--- src/rtl/game_pkg.sv ---
// Shared types and constants for the tic-tac-toe move sequencer:
// tile codes, sequencer states, undo history entry layout and winning lines.
package game_pkg;

    localparam int NUM_TILES = 9;
    localparam int NUM_LINES = 8;

    localparam logic [1:0] TILE_EMPTY = 2'b00;
    localparam logic [1:0] TILE_X     = 2'b01;
    localparam logic [1:0] TILE_O     = 2'b10;

    typedef enum logic [2:0] {
        S_IDLE,
        S_MOVE,
        S_CHECK,
        S_UNDO,
        S_OVER
    } state_t;

    typedef struct packed {
        logic [17:0] tiles;
        logic        turn;
    } hist_entry_t;

    // Rows, columns, then the two diagonals, as row-major tile indices.
    localparam int WIN_LINES [NUM_LINES][3] = '{
        '{0, 1, 2}, '{3, 4, 5}, '{6, 7, 8},
        '{0, 3, 6}, '{1, 4, 7}, '{2, 5, 8},
        '{0, 4, 8}, '{2, 4, 6}
    };

    function automatic logic [1:0] tile_at(input logic [17:0] board, input int idx);
        return board[2*idx +: 2];
    endfunction

endpackage

--- src/rtl/win_checker.sv ---
// Combinational board evaluation: reports a completed line for either
// player and whether every tile is occupied.
module win_checker
    import game_pkg::*;
(
    input  logic [17:0] tiles,
    output logic        win_x,
    output logic        win_o,
    output logic        full
);

    always_comb begin
        // NOTE: every output gets a default before any conditional write so no latch is inferred.
        win_x = 1'b0;
        win_o = 1'b0;
        full  = 1'b1;
        for (int l = 0; l < NUM_LINES; l++) begin
            if (tile_at(tiles, WIN_LINES[l][0]) != TILE_EMPTY &&
                tile_at(tiles, WIN_LINES[l][0]) == tile_at(tiles, WIN_LINES[l][1]) &&
                tile_at(tiles, WIN_LINES[l][1]) == tile_at(tiles, WIN_LINES[l][2])) begin
                if (tile_at(tiles, WIN_LINES[l][0]) == TILE_X) win_x = 1'b1;
                else                                          win_o = 1'b1;
            end
        end
        for (int i = 0; i < NUM_TILES; i++) begin
            if (tile_at(tiles, i) == TILE_EMPTY) full = 1'b0;
        end
    end

endmodule

--- src/rtl/move_sequencer.sv ---
// Owns the board and turn; conditions raw switch/undo inputs, validates and
// commits moves, keeps a circular undo history and detects win or draw.
module move_sequencer
    import game_pkg::*;
#(
    parameter int DEPTH = 9,
    parameter int PTR_W = 4
) (
    input  logic        clk,
    input  logic        reset,
    input  logic [8:0]  input_switches,
    input  logic        undo_sig,
    output logic [17:0] tiles,
    output logic        current_turn,
    output logic        game_over,
    output logic [1:0]  winner,
    output logic [3:0]  move_count,
    output logic        busy,
    output logic        move_reject
);

    logic [8:0]  sw_meta, sw_sync, sw_prev, sw_rise;
    logic        undo_meta, undo_sync, undo_prev, undo_rise;
    logic        rise_any;
    logic [3:0]  rise_idx;

    state_t      state, next_state;
    logic [3:0]  sel_idx, next_sel_idx;
    logic [17:0] next_tiles;
    logic        next_turn, next_game_over, next_reject;
    logic [1:0]  next_winner;
    logic [3:0]  next_count;

    logic        win_x, win_o, full;

    hist_entry_t            hist_mem [DEPTH];
    logic [PTR_W-1:0]       wr_ptr, rd_ptr, hist_count;
    logic                   hist_push, hist_pop;

    always_ff @(posedge clk or posedge reset) begin
        // NOTE: sequential state uses non-blocking assignments so every flop samples pre-edge values.
        if (reset) begin
            sw_meta   <= '0;
            sw_sync   <= '0;
            sw_prev   <= '0;
            undo_meta <= 1'b0;
            undo_sync <= 1'b0;
            undo_prev <= 1'b0;
        end else begin
            sw_meta   <= input_switches;
            sw_sync   <= sw_meta;
            sw_prev   <= sw_sync;
            undo_meta <= undo_sig;
            undo_sync <= undo_meta;
            undo_prev <= undo_sync;
        end
    end

    assign sw_rise   = sw_sync & ~sw_prev;
    assign undo_rise = undo_sync & ~undo_prev;
    assign rise_any  = |sw_rise;

    // Lowest rising index wins; simultaneous higher rises are dropped.
    always_comb begin
        rise_idx = '0;
        for (int i = NUM_TILES - 1; i >= 0; i--) begin
            if (sw_rise[i]) rise_idx = 4'(i);
        end
    end

    win_checker u_win_checker (
        .tiles (tiles),
        .win_x (win_x),
        .win_o (win_o),
        .full  (full)
    );

    assign rd_ptr = (wr_ptr == '0) ? PTR_W'(DEPTH - 1) : wr_ptr - 1'b1;
    assign busy   = (state != S_IDLE) && (state != S_OVER);

    always_comb begin
        next_state     = state;
        next_sel_idx   = sel_idx;
        next_tiles     = tiles;
        next_turn      = current_turn;
        next_count     = move_count;
        next_game_over = game_over;
        next_winner    = winner;
        next_reject    = 1'b0;
        hist_push      = 1'b0;
        hist_pop       = 1'b0;
        case (state)
            S_IDLE: begin
                if (undo_rise) begin
                    next_state = S_UNDO;
                end else if (rise_any) begin
                    next_sel_idx = rise_idx;
                    if (tile_at(tiles, int'(rise_idx)) == TILE_EMPTY) next_state  = S_MOVE;
                    else                                              next_reject = 1'b1;
                end
            end
            S_MOVE: begin
                hist_push = 1'b1;
                for (int i = 0; i < NUM_TILES; i++) begin
                    if (sel_idx == 4'(i)) next_tiles[2*i +: 2] = current_turn ? TILE_O : TILE_X;
                end
                next_turn  = ~current_turn;
                next_count = move_count + 4'd1;
                next_state = S_CHECK;
            end
            S_CHECK: begin
                if (win_x || win_o) begin
                    next_winner    = win_x ? TILE_X : TILE_O;
                    next_game_over = 1'b1;
                    next_state     = S_OVER;
                end else if (full || move_count == 4'd9) begin
                    next_winner    = TILE_EMPTY;
                    next_game_over = 1'b1;
                    next_state     = S_OVER;
                end else begin
                    next_state = S_IDLE;
                end
            end
            S_UNDO: begin
                if (hist_count != '0) begin
                    hist_pop       = 1'b1;
                    next_tiles     = hist_mem[rd_ptr].tiles;
                    next_turn      = hist_mem[rd_ptr].turn;
                    next_count     = move_count - 4'd1;
                    next_game_over = 1'b0;
                    next_winner    = TILE_EMPTY;
                end else begin
                    next_reject = 1'b1;
                end
                next_state = S_IDLE;
            end
            S_OVER: begin
                if (undo_rise) next_state = S_UNDO;
            end
            default: next_state = S_IDLE;
        endcase
    end

    always_ff @(posedge clk or posedge reset) begin
        if (reset) begin
            state        <= S_IDLE;
            sel_idx      <= '0;
            tiles        <= '0;
            current_turn <= 1'b0;
            move_count   <= '0;
            game_over    <= 1'b0;
            winner       <= TILE_EMPTY;
            move_reject  <= 1'b0;
        end else begin
            state        <= next_state;
            sel_idx      <= next_sel_idx;
            tiles        <= next_tiles;
            current_turn <= next_turn;
            move_count   <= next_count;
            game_over    <= next_game_over;
            winner       <= next_winner;
            move_reject  <= next_reject;
        end
    end

    // Circular history: a push at full depth overwrites the oldest entry.
    always_ff @(posedge clk or posedge reset) begin
        if (reset) begin
            wr_ptr     <= '0;
            hist_count <= '0;
        end else if (hist_push) begin
            wr_ptr     <= (wr_ptr == PTR_W'(DEPTH - 1)) ? '0 : wr_ptr + 1'b1;
            hist_count <= (hist_count == PTR_W'(DEPTH)) ? hist_count : hist_count + 1'b1;
        end else if (hist_pop) begin
            wr_ptr     <= rd_ptr;
            hist_count <= hist_count - 1'b1;
        end
    end

    // NOTE: the history storage has no reset; hist_count alone marks which entries are valid.
    always_ff @(posedge clk) begin
        if (hist_push) hist_mem[wr_ptr] <= '{tiles: tiles, turn: current_turn};
    end

endmodule

--- config.mk ---
export PLATFORM = sky130hd
export DESIGN_NAME = move_sequencer
export DESIGN_NICKNAME = d
export VERILOG_FILES = /design/src/rtl/game_pkg.sv /design/src/rtl/win_checker.sv /design/src/rtl/move_sequencer.sv
export SDC_FILE = /design/constraint.sdc
export NUM_CORES = 1
export LEC_CHECK = 0
export CELL_PAD_IN_SITES_DETAIL_PLACEMENT = 1
export CELL_PAD_IN_SITES_GLOBAL_PLACEMENT = 1
export CORE_MARGIN = 4
export CORE_UTILIZATION = 25
export CTS_CLUSTER_DIAMETER = 40
export DETAILED_ROUTE_END_ITERATION = 8
export GPL_ROUTABILITY_DRIVEN = 0
export GPL_TIMING_DRIVEN = 0
export PLACE_DENSITY_LB_ADDON = 0.08
export SLEW_MARGIN = 40
export SYNTH_ARGS = -nofsm -noshare
export SYNTH_HDL_FRONTEND = slang
export SYNTH_HIERARCHICAL = 1
export SYNTH_SLANG_ARGS = --single-unit
--- constraint.sdc ---
create_clock -name clk -period 2.3 [get_ports clk]
set_input_delay 0.46 -clock clk [delete_from_list [all_inputs] [get_ports clk]]
set_output_delay 0.46 -clock clk [all_outputs]
set_load 0.02 [all_outputs]
==> results.txt <==
----------------------------------------------------
[Layout]
  NumNets Final ... 964
  Final cell count without fillers ... 1512
  Layout Cell Area excl Fill ... 0.01465 mm²
  Filler cells ... 4230
  Fraction of layout instances using a drive strength above 1 ... 36.53%
  Growth of design area from synthesis to finish ... 42.30%
  Final design utilization ... 35.96%
  Antenna fix cells ... 0

[Floorplanning]
  Effective utilization at floorplan ... 25.27%
  Die footprint ... 0.04450 mm²
  Die H ... 210.9 µm
  Chip width ... 210.9 µm
  Standard cell core area ... 0.04074 mm²
  Boundary Pins ... 40
  Row count ... 74

[Setup path]
  R2R depth ... 11
  CP max FO ... 7
  Dominant delay contributor by cell family on the critical path ... compound AO/OA/AOI/OAI gates
  Slowest cell on the critical path ... a311oi_4
  Setup crit start ... wr_ptr[0]$_DFFE_PP0P_
  Type of the worst setup path ... flop to flop
  Data required time of the worst path ... 2.73 ns
  Cell-by-cell trace of the critical path ... buf_6, clkinvlp_4, ha_4, nor2b_4, o21a_4, buf_12, buf_8, nand2_2, nand3_2, a311oi_4, o22ai_1
  Startpoint type of the worst setup path ... flop
  Endpoint of the worst register-to-register path ... tiles[9]$_DFFE_PP0P_
  Reg-to-reg critical path startpoint ... wr_ptr[0]$_DFFE_PP0P_
  Number of buffers and inverters on the critical path ... 4
  Worst stage delay on the critical path ... 0.39 ns
  Data arrival time of the critical path ... 2.77 ns
  Endpoint kind of the worst setup timing path ... flop
  Setup slack of the most critical reg-to-reg path ... -0.04 ns

[Timing]
  Fin crit period ... 2.340 ns
  Setup skew after layout ... 0.01880 ns
  Relative max-transition margin ... 53.19%
  Achievable clock frequency ... 427.3 MHz
  Final count of negative-setup-slack endpoints ... 2
  Hold Fails Final Rpt ... 0
  Post-route fraction of the period consumed by the critical path ... 101.7%
  Final-layout setup total negative slack ... -0.05738 ns
  Pin slew with the least headroom to its limit ... 0.6962 ns
  Fin. max-slew vios ... 0
  Setup WS post-layout ... -0.04010 ns
  Setup repair after global routing missed its margin ... true

[Synth]
  Ys async rst share ... 29.63%
  FF+latch count, synth ... 243
  Count of mapped cells out of synthesis ... 784
  Most used flip-flop cell after synthesis ... edfxtp_1
  Mean post-synth cell area ... 13.13 µm²
  Number of flops mapped to enable cells by yosys ... 171
  Post-synth cell types ... 75
  Post-synthesis net count ... 807
  Share of the yosys chip area belonging to registers ... 67.37%
  Total standard cell area after synthesis ... 0.01030 mm²
  Warning count from the yosys run ... 6

[Global route]
  Pin count of the biggest net entering global routing ... 40
  Number of antenna violations at the first check in global routing ... 3
  Overall global routing resource usage ... 15.88%
  First-pass GRT wire length ... 52.63 mm
  Number of global-route vias before repair ... 8012
  Overflow left after global routing ... 0

[Clocking]
  Clock edge transition at the registers on the reported setup and hold paths ... 0.05 ns
  H-tree levels ... 2
  CTS tree ... built
  Clock network latency to the later pin of the worst-skew pair ... 0.57 ns
  TritonCTS sink count ... 243
  CTS root buf ... clkbuf_16
  Number of buffers between clock root and the deepest sink ... 3
  Number of buffers created by CTS ... 48

[Drt]
  Highest Signal Layer ... met4
  Count of routing violations after the opening detailed-route iteration ... 532
  Metal-1 WL ... 16.08 mm
  Via count ... 7410
  Vias per inst ... 4.901
  Antenna Nets Post-Route ... 0
  Remaining routing DRC violations ... 0
  Drt total wl ... 36.01 mm
  Met2 routed wirelength ... 17.91 mm
  Average wire per standard cell ... 23.81 µm
  First-pass detailed-route iteration total ... 5
  Total length of routed met3 wires ... 1.347 mm

[Placed design]
  Hpwl dp ... 22.00 mm
  Total of buffers placed on input and output ports ... 39
  Area of placed instances ... 0.01141 mm²
  Placed instance count ... 1356

[Power]
  Leak Pwr ... 5.203 nW
  Maximum ir drop on the vdd rail ... 0.0006267 V
  Power per cell area ... 1711 mW/mm²

[Outcome]
  Status ... complete, but fails checks
  Failing checks ... negative setup slack

[Run]
  Number of max-capacitance violations reported ... 0

[Worst hold path]
  Hold Crit Class ... input port to async pin

----------------------------------------------------
-- metrics by stage --
step	hold WS (ns)	setup WS, ns	power [W]
final	0.2651	-0.04010	0.02507
after global routing	0.2890	-0.1411	0.02638
after CTS	0.2489	-0.09145	0.02450
after detailed placement	0.3363	-0.9473	0.01468
after global placement	0.3387	-1.349	0.01446
after floorplan	0.3312	-0.05968	0.01117
-- Yosys cell counts, drive strengths merged (3+ instances only) --
master / count / area [µm²]
a31o: 3 / 26.28
a21oi: 38 / 201.5
clkbuf: 8 / 30.03
o221ai: 47 / 411.6
nand4: 4 / 25.02
mux2: 5 / 60.05
edfxtp: 171 / 5135
nand2: 116 / 447.9
a31oi: 12 / 75.07
o31ai: 4 / 30.03
nor2: 23 / 108.9
o32ai: 3 / 26.28
ha: 9 / 112.6
a311oi: 12 / 105.1
nand3: 38 / 190.2
nor2b: 7 / 51.30
o21ai: 43 / 226.5
o22ai: 9 / 62.56
nor3: 13 / 76.33
o2111ai: 9 / 78.83
and3: 12 / 77.57
a21o: 4 / 30.03
nor3b: 3 / 22.52
nand2b: 20 / 142.6
dfrtp: 72 / 1802
o211ai: 3 / 27.52
inv: 12 / 45.05
and2: 7 / 46.30
mux2i: 8 / 80.08
xnor2: 7 / 61.31
buf: 31 / 176.4
-- kinds of logic (layout without fill, tap and decap cells) --
family                   Yosys count  after routing  synth area share (%)
AND/OR/NAND/NOR                  255            255                 12.55
flip-flops                       243            243                 67.37
AO/OA/AOI/OAI                    202            202                 14.02
buffers and inverters             51            247                 2.443
multiplexers                      13             13                 1.361
adder cells (fa/ha/maj)           11             11                 1.483
XOR/XNOR                           9              9                0.7656
-- routing by layer --
metal	global-route usage [%]	vias up
li1	-	3358
met1	20.41	3854
met2	27.36	146
met3	3.431	52
met4	4.136	0
met5	0	-
-- area by class of cell --
class                      instances  area (µm²)  area share [%]
buffer                            34       317.8           2.169
clock buffer                      59        1326           9.052
clock inverter                    30       247.7           1.691
inverter                          12       56.30          0.3843
multi-input combinational        490        3899           26.61
sequential                       243        7007           47.82
tap                              532       665.6           4.543
timing repair buffer             112        1132           7.728
-- worst max-delay path by stage --
stage / endpoint / cells past startpoint / slack, ns
2_1_floorplan: winner[1]$_DFFE_PP0P_ / 8 / -0.06
3_3_place_gp: tiles[4]$_DFFE_PP0P_ / 2 / -1.35
3_5_place_dp: tiles[9]$_DFFE_PP0P_ / 9 / -0.95
4_1_cts: tiles[9]$_DFFE_PP0P_ / 12 / -0.09
5_1_grt: tiles[10]$_DFFE_PP0P_ / 10 / -0.14
6_report: tiles[9]$_DFFE_PP0P_ / 11 / -0.04
-- layout by cell type (no fill, tap or decap), drive strengths merged, types with 12 or more instances in the layout --
master         synthesis  final
nor3                  13     13
edfxtp               171    171
clkdlybuf4s50          0     23
o221ai                47     47
nand3                 38     38
nand2                116    116
inv                   12     19
and3                  12     12
dfrtp                 72     72
buf                   31    100
o21ai                 43     43
a31oi                 12     12
clkbuf                 8     66
a311oi                12     12
a21oi                 38     38
nor2                  23     23
nand2b                20     20
dlygate4sd2            0     12
clkinv                 0     14
-- power breakdown --
part           total [W]  switching (W)  internal, W
Sequential       0.00678       0.000919      0.00586
Combinational     0.0116        0.00688      0.00470
Clock            0.00671        0.00237      0.00433
Total             0.0251         0.0102       0.0149
-- state kept, by name, summed over array words and instances, names as in the netlist, 2 cells and up --
signal,flops
hist_mem,171
tiles,18
winner,2
hist_count,4
sw_sync,9
sw_prev,9
move_count,4
sel_idx,4
wr_ptr,4
sw_meta,9
state,3
-- worst reg2reg max path, stage by stage (launching register included) --
cell        delay, ns
dfrtp_1          0.35
buf_6            0.12
clkinvlp_4       0.13
ha_4             0.21
nor2b_4          0.14
o21a_4           0.26
buf_12           0.16
buf_8            0.15
nand2_2          0.07
nand3_2          0.09
a311oi_4         0.39
o22ai_1          0.14
-- timing repair --
action,4_1_cts,5_1_grt
gates resized for setup,197,74
pin swaps,53,40
cloned,5,0
setup endpoints to repair,151,27
setup buffers,46,23
hold buffers,0,0
(Power assumes the default switching activity.)
